<file path="src/rtl/vx_writeback_arbiter.sv">
// Writeback arbiter: merges non-stallable execute results with back-pressured
// memory responses into one registered register-file write per cycle.
// Optional macro VX_WB_MEM_BYPASS_EN lets a memory response skip an empty FIFO.
module vx_writeback_arbiter #(
  parameter int unsigned NT          = 4,
  parameter int unsigned MEM_Q_DEPTH = 4
) (
  input  logic                           clk,
  input  logic                           reset,
  input  logic                           in_ex_write,
  input  logic [4:0]                     in_ex_rd,
  input  logic                           in_ex_warp,
  input  logic [NT-1:0]                  in_ex_valid,
  input  logic [NT*32-1:0]               in_ex_data,
  input  logic                           in_mem_valid,
  input  logic [4:0]                     in_mem_rd,
  input  logic                           in_mem_warp,
  input  logic [NT-1:0]                  in_mem_mask,
  input  logic [NT*32-1:0]               in_mem_data,
  output logic                           out_mem_ready,
  output logic                           out_write_register,
  output logic [4:0]                     out_rd,
  output logic                           out_wb_warp,
  output logic [NT-1:0]                  out_valid,
  output logic [NT*32-1:0]               out_write_data,
  output logic [$clog2(MEM_Q_DEPTH):0]   out_mem_pending
);

  localparam int unsigned PTR_W  = $clog2(MEM_Q_DEPTH);
  localparam int unsigned CNT_W  = PTR_W + 1;
  localparam int unsigned DATA_W = NT * 32;

  logic [PTR_W-1:0]  wr_ptr;
  logic [PTR_W-1:0]  rd_ptr;
  logic [CNT_W-1:0]  count;

  logic [4:0]        q_rd   [MEM_Q_DEPTH];
  logic              q_warp [MEM_Q_DEPTH];
  logic [NT-1:0]     q_mask [MEM_Q_DEPTH];
  logic [DATA_W-1:0] q_data [MEM_Q_DEPTH];

  logic ex_eff;
  logic mem_eff;
  logic mem_hs;
  logic bypass;
  logic push;
  logic pop;

  // Ready depends only on occupancy; held low while reset is asserted.
  assign out_mem_ready   = !reset && (count < CNT_W'(MEM_Q_DEPTH));
  assign out_mem_pending = count;

  assign ex_eff  = in_ex_write && (in_ex_rd != 5'd0) && (in_ex_valid != '0);
  assign mem_eff = (in_mem_rd != 5'd0) && (in_mem_mask != '0);
  assign mem_hs  = in_mem_valid && out_mem_ready;

`ifdef VX_WB_MEM_BYPASS_EN
  assign bypass = mem_hs && mem_eff && !ex_eff && (count == '0);
`else
  assign bypass = 1'b0;
`endif

  // Null responses (rd 0 or empty mask) complete the handshake but are dropped.
  assign push = mem_hs && mem_eff && !bypass;
  assign pop  = !ex_eff && (count != '0);

  always_ff @(posedge clk or posedge reset) begin
    if (reset) begin
      wr_ptr <= '0;
      rd_ptr <= '0;
      count  <= '0;
    end else begin
      if (push) wr_ptr <= wr_ptr + PTR_W'(1);
      if (pop)  rd_ptr <= rd_ptr + PTR_W'(1);
      case ({push, pop})
        2'b10:   count <= count + CNT_W'(1);
        2'b01:   count <= count - CNT_W'(1);
        default: count <= count;
      endcase
    end
  end

  // Storage needs no reset: entries are only read below the count.
  always_ff @(posedge clk) begin
    if (push) begin
      q_rd[wr_ptr]   <= in_mem_rd;
      q_warp[wr_ptr] <= in_mem_warp;
      q_mask[wr_ptr] <= in_mem_mask;
      q_data[wr_ptr] <= in_mem_data;
    end
  end

  // Output register: execute, then FIFO head, then bypass, else idle with held payload.
  always_ff @(posedge clk or posedge reset) begin
    if (reset) begin
      out_write_register <= 1'b0;
      out_rd             <= '0;
      out_wb_warp        <= 1'b0;
      out_valid          <= '0;
      out_write_data     <= '0;
    end else if (ex_eff) begin
      out_write_register <= 1'b1;
      out_rd             <= in_ex_rd;
      out_wb_warp        <= in_ex_warp;
      out_valid          <= in_ex_valid;
      out_write_data     <= in_ex_data;
    end else if (pop) begin
      out_write_register <= 1'b1;
      out_rd             <= q_rd[rd_ptr];
      out_wb_warp        <= q_warp[rd_ptr];
      out_valid          <= q_mask[rd_ptr];
      out_write_data     <= q_data[rd_ptr];
    end else if (bypass) begin
      out_write_register <= 1'b1;
      out_rd             <= in_mem_rd;
      out_wb_warp        <= in_mem_warp;
      out_valid          <= in_mem_mask;
      out_write_data     <= in_mem_data;
    end else begin
      out_write_register <= 1'b0;
      out_valid          <= '0;
    end
  end

endmodule

</file>
<file path="config.mk">
export PLATFORM = sky130hd
export DESIGN_NAME = vx_writeback_arbiter
export DESIGN_NICKNAME = d
export VERILOG_FILES = /design/src/rtl/vx_writeback_arbiter.sv
export SDC_FILE = /design/constraint.sdc
export NUM_CORES = 1
export LEC_CHECK = 0
export CORE_AREA = 10 10 269 271
export DETAILED_ROUTE_END_ITERATION = 16
export DIE_AREA = 0 0 279 281
export PLACE_DENSITY_LB_ADDON = 0.15
export SYNTH_ARGS = -nofsm -noshare
export SYNTH_HDL_FRONTEND = slang
export SYNTH_SLANG_ARGS = --single-unit
</file>
<file path="constraint.sdc">
create_clock -name clk -period 10.92 [get_ports clk]
set_clock_uncertainty 0.15 [all_clocks]
set_input_delay 2.73 -clock clk [delete_from_list [all_inputs] [get_ports clk]]
set_output_delay 2.73 -clock clk [all_outputs]
set_load 0.01 [all_outputs]
</file>
# After elaboration in Yosys (flattened, before gate mapping)
# Memories as Yosys holds them, arrays and structs flattened.
# Index checks and enable logic that the tools add are counted.
[totals]
register_bits = 146
ramBits = 552
in_bits = 280
output_inout_bits = 143
wordCells = 48
mem_count = 4
[op_classes]
add_sub_neg = 4
order_cmp = 1
eq_ne = 2
n_mux = 13
n_reduce_logical = 16
[mem_list]
columns = ["memory", "depth", "width", "read_ports", "rd_clocked_by_memory_dff", "wr", "line", "text"]
rows = [
  ["q_data", 4, 128, 1, 0, 1, "40", "logic [DATA_W-1:0] q_data [MEM_Q_DEPTH];"],
  ["q_rd", 4, 5, 1, 0, 1, "37", "logic [4:0] q_rd [MEM_Q_DEPTH];"],
  ["q_mask", 4, 4, 1, 0, 1, "39", "logic [NT-1:0] q_mask [MEM_Q_DEPTH];"],
  ["q_warp", 4, 1, 1, 0, 1, "38", "logic q_warp [MEM_Q_DEPTH];"],
]
[op_table]
columns = ["op", "count"]
rows = [
  ["$mux 128", 2],
  ["$mux 5", 2],
  ["$reduce_bool 5->1", 2],
  ["$mux 4", 2],
  ["$reduce_bool 4->1", 2],
  ["$logic_and 1x1->1", 7],
  ["$mux 1", 6],
  ["$pmux 3 s2", 1],
  ["$add 2x1->2 const B", 2],
  ["$reduce_bool 2->1", 2],
  ["$add 3x1->3 const B", 1],
  ["$lt 3x3->1 const B", 1],
  ["$reduce_bool 3->1", 1],
  ["$sub 3x1->3 const B", 1],
  ["$eq 2x1->1 const B", 1],
  ["$eq 2x2->1 const B", 1],
  ["$logic_not 1->1", 2],
]

# Longest topological paths before layout
[logic_depth]
ltp_word = 7
mapped_depth = 10
ltp_nobuf = 10

# Worst setup path after synthesis
# Ideal clock, no wire load.
[synth_path]
kind = "input-to-reg"
start = "input port reset"
end = "memory q_data[0][0] (netlist name), enable pin"
setup_ns = 0.514
t_arrival_ns = 6.587
t_required_ns = 10.256
setup_slack_ns = 3.669
cell_stages = 4
path_buffers = 0
cell_sequence = "nor2_1 -> nand3_1 -> a21oi_1 -> and2_1"
[synth_between]
elab_chain_len = 6
[synth_rtl]
columns = ["item", "line", "text"]
rows = [
  ["from (decl)", "9", "input logic reset,"],
  ["$logic_not 1->1 (no line)", "-", ""],
  ["$logic_and 1x1->1", "50", "assign out_mem_ready = !reset && (count < CNT_W'(MEM_Q_DEPTH));"],
  ["$logic_and 1x1->1", "55", "assign mem_hs = in_mem_valid && out_mem_ready;"],
  ["$logic_and 1x1->1", "64", "assign push = mem_hs && mem_eff && !bypass;"],
  ["$mux 1", "85", "if (push) begin"],
  ["$mux 1 (implied by the code)", "89", "q_data[wr_ptr] <= in_mem_data;"],
  ["to (decl)", "40", ""],
]
# Every way passes these cells.

# Final worst setup path
[layout_path]
start = "input port reset"
end = "output port out_mem_ready"
[layout_between]
elab_chain_len = 2
[layout_rtl]
columns = ["item", "line", "text"]
rows = [
  ["$logic_not 1->1 (no line)", "-", ""],
  ["$logic_and 1x1->1", "50", ""],
  ["to (decl)", "20", "output logic out_mem_ready,"],
]
# Every way passes these cells.

==> flow_summary.yaml <==
worst_setup_path:
  type_of_origin_of_the_critical_path: "input pin"
  crit_fanout: 2
  crit_path_end_kind: "output pin"
  arrival_ns: 4.62
  worst-endpoint-required_ns: 8.04
  timing.setup.critical_path_class: "input pin to output pin"
floorplan:
  floorplan.rows: 95
  start_util_pct: 39.6
  pin_count: 423
  die_h_um: 281
  core_region_area_um2: 66800
  die_w_um: 279
  fp.dieArea_um2: 78400
sta:
  timing.slew.headroom_pct: 20.7
  layout_worst_path_cycle_share_pct: 68.6
  fin_tns_setup_ns: 0
  timing_hold_violations_final: 0
  timing.fmax_mhz: 133
  hold_ws_ns: 0.377
  tightestPinTransition_ns: 1.19
  timing.final.max_slew_violations: 0
  setup_violations: 0
  rsz0062_at_grt: "false"
  min_period_ns: 7.50
synthesis:
  post_synth_num_cell_types: 26
  synth_sequential_area_ratio_pct: 76.4
  post_synth_instance_area_um2: 26500
  ys.flop_type: "sky130_fd_sc_hd__edfxtp_1"
  yosys_warnings: 0
  gate_count_after_technology_mapping: 1515
  synth-edff-count: 552
  synthesis.nets: 1801
  synthesized_flop_and_latch_total: 698
  asyncSetResetFlopFracSynth_pct: 20.9
  synth_area_per_cell_um2: 17.5
layout:
  multi_input_comb_area_um2: 5810
  layout-drive-gt1-share_pct: 13.7
  final_area_um2: 34000
  areaGrowthSynthToFinish_pct: 28.5
  num-fill-cells: 5573
  layout.area.seq_um2: 20200
  finalNetCount: 2228
route:
  detail_route.vias_per_cell: 5.17
  met2WireLength_mm: 34.2
  wl_per_cell_um: 23.9
  remaining_drc_errors: 0
  drt_wl_total_mm: 69.0
  wl_met3_mm: 4.90
  dr_total_vias: 14899
  drt_iter0_drc: 886
  antenna_violating_nets_post_route: 0
  route.top_layer_used: "met5"
  route.layer.met1.wl_mm: 28.2
  firstDrtPassIters: 4
global_routing:
  grt-ovfl-total: 0
  number_of_global_route_vias_before_repair: 15857
  grt_first_pass_wirelength_mm: 102
  pin_count_of_the_biggest_net_entering_global_routing: 95
  antenna_found_initial: 23
  groute.usage.overall_pct: 17.4
power_and_ir_drop:
  power.density_nw_per_um2: 243
  power.total_w: 0.00828
  vdd.ir_drop.worst_mv: 0.132
  leakage_nw: 11.8
place:
  port_buffers: 422
  gp_congestion: 0.763
  detailed_place.area_um2: 31500
  detailed_place_hpwl_mm: 43.4
cts:
  cts-buffers-inserted: 76
  cts_resized: 0
  cts_max_path_buffers: 3
  cts_hold_repair.buffers: 0
  clk_pin_slew_ns: 0.06
  cts_sinks: 698
  htree_levels: 3
  cts_post_setup_buffers_inserted: 0
  cts.root.buffer_cell: "sky130_fd_sc_hd__clkbuf_16"
  tritoncts_clock_tree: "built"
  clock_insertion_delay_worst_skew_ns: 0.61
flow_run:
  timing.max_cap.violations: 0
run_status:
  status: "finished, final reports clean"
min_path:
  hold_class: "flop to flop"
[logic make-up (layout without fill, tap and decap cells)]
family | after synthesis | in the layout | synth area share [%]
buf+inv | 99 | 585 | 1.72
flops | 698 | 698 | 76.4
xor+xnor | 6 | 6 | 0.199
mux | 140 | 140 | 11.8
simple gates | 296 | 296 | 4.32
other cells | 0 | 8 | 0
compound gates | 270 | 270 | 5.18
fa+ha+maj | 6 | 6 | 0.312
[metrics by stage]
stage	utilization [%]	worst slack [ns]	instances
after floorplan	-	3.67	1515
after global placement	47.2	3.41	2737
after detailed placement	47.2	3.45	2737
after CTS	50.9	3.43	2874
after global routing	50.9	3.41	2879
final	50.9	3.42	2882
[power by group]
group / total, W / internal [W] / leakage (nW) / switching (W)
Sequential: 0.00351 / 0.00325 / 6.65 / 0.000253
Clock: 0.00253 / 0.00152 / 1.20 / 0.00101
Combinational: 0.00224 / 0.00112 / 3.96 / 0.00112
Total: 0.00828 / 0.00590 / 11.8 / 0.00238
[cell usage after synthesis, types with 2 or more instances]
cell type | instances | share of area [%]
sky130_fd_sc_hd__a21oi_1 | 265 | 5.0
sky130_fd_sc_hd__inv_1 | 7 | 0.099
sky130_fd_sc_hd__edfxtp_1 | 552 | 63
sky130_fd_sc_hd__clkbuf_1 | 23 | 0.33
sky130_fd_sc_hd__xnor2_1 | 3 | 0.099
sky130_fd_sc_hd__buf_2 | 39 | 0.74
sky130_fd_sc_hd__buf_4 | 9 | 0.26
sky130_fd_sc_hd__mux4_2 | 138 | 12
sky130_fd_sc_hd__nand2_1 | 143 | 2.0
sky130_fd_sc_hd__and2_1 | 4 | 0.095
sky130_fd_sc_hd__nor3_1 | 2 | 0.038
sky130_fd_sc_hd__nand3_1 | 8 | 0.15
sky130_fd_sc_hd__or4_1 | 2 | 0.057
sky130_fd_sc_hd__nor2_1 | 136 | 1.9
sky130_fd_sc_hd__xor2_1 | 3 | 0.099
sky130_fd_sc_hd__ha_1 | 5 | 0.24
sky130_fd_sc_hd__a32oi_1 | 2 | 0.066
sky130_fd_sc_hd__dfrtp_1 | 146 | 14
sky130_fd_sc_hd__buf_1 | 21 | 0.30
[layout by cell type (no fill, tap or decap), types with 4 or more instances in the layout]
cell,synthesis,final
sky130_fd_sc_hd__nand2_1,143,143
sky130_fd_sc_hd__edfxtp_1,552,552
sky130_fd_sc_hd__bufinv_16,0,8
sky130_fd_sc_hd__diode_2,0,8
sky130_fd_sc_hd__nor2_1,136,136
sky130_fd_sc_hd__clkinv_2,0,12
sky130_fd_sc_hd__clkbuf_1,23,20
sky130_fd_sc_hd__and2_4,0,4
sky130_fd_sc_hd__mux4_2,138,138
sky130_fd_sc_hd__clkbuf_16,0,77
sky130_fd_sc_hd__nand3_1,8,8
sky130_fd_sc_hd__a21oi_1,265,265
sky130_fd_sc_hd__dfrtp_1,146,144
sky130_fd_sc_hd__clkbuf_8,0,6
sky130_fd_sc_hd__clkdlybuf4s50_1,0,422
sky130_fd_sc_hd__clkinv_1,0,11
sky130_fd_sc_hd__buf_4,9,19
sky130_fd_sc_hd__inv_1,7,6
sky130_fd_sc_hd__ha_1,5,5
[path summary, 6_finish.rpt]
path,from,end,slack [ns],cells after the start
worst max-delay path,reset,out_mem_ready,3.42,3
worst min-delay path,out_rd[4],out_rd[4],0.38,2
worst max register to register,out_mem_pending[2],q_data[2][66],6.70,5
worst min register to register,out_rd[4],out_rd[4],0.38,2
max in group asynchronous,reset,out_write_data[75],6.65,3
min in group asynchronous,reset,out_write_data[96],2.63,2
[worst max-delay path: stages]
cell and delay [ns]:
sky130_fd_sc_hd__clkdlybuf4s50_1 0.51, sky130_fd_sc_hd__nor2_1 0.67, sky130_fd_sc_hd__clkdlybuf4s50_1 0.69
[per-layer routing]
metal	vias to the layer above	track usage [%]
li1	6695	-
met1	7675	21.9
met2	384	28.4
met3	115	5.38
met4	30	5.59
met5	-	0
[registers in the layout (all words and copies together), names as in the netlist]
name                flops
out_wb_warp             1
out_rd                  5
out_write_register      1
q_mask                 16
out_write_data        128
q_rd                   20
out_valid               4
rd_ptr                  2
q_warp                  4
out_mem_pending         3
wr_ptr                  2
q_data                512
[final cells by class]
cell class | count | share of cell area (%)
diodes | 8 | 0.0589
clock buffers | 103 | 6.13
clock inverters | 34 | 1.08
inverters | 7 | 0.0920
multi-input cells | 718 | 17.1
flip-flops and latches | 698 | 59.5
well taps | 873 | 3.21
repair buffers | 441 | 12.8
No activity file was read; power rests on OpenSTA's default activity.
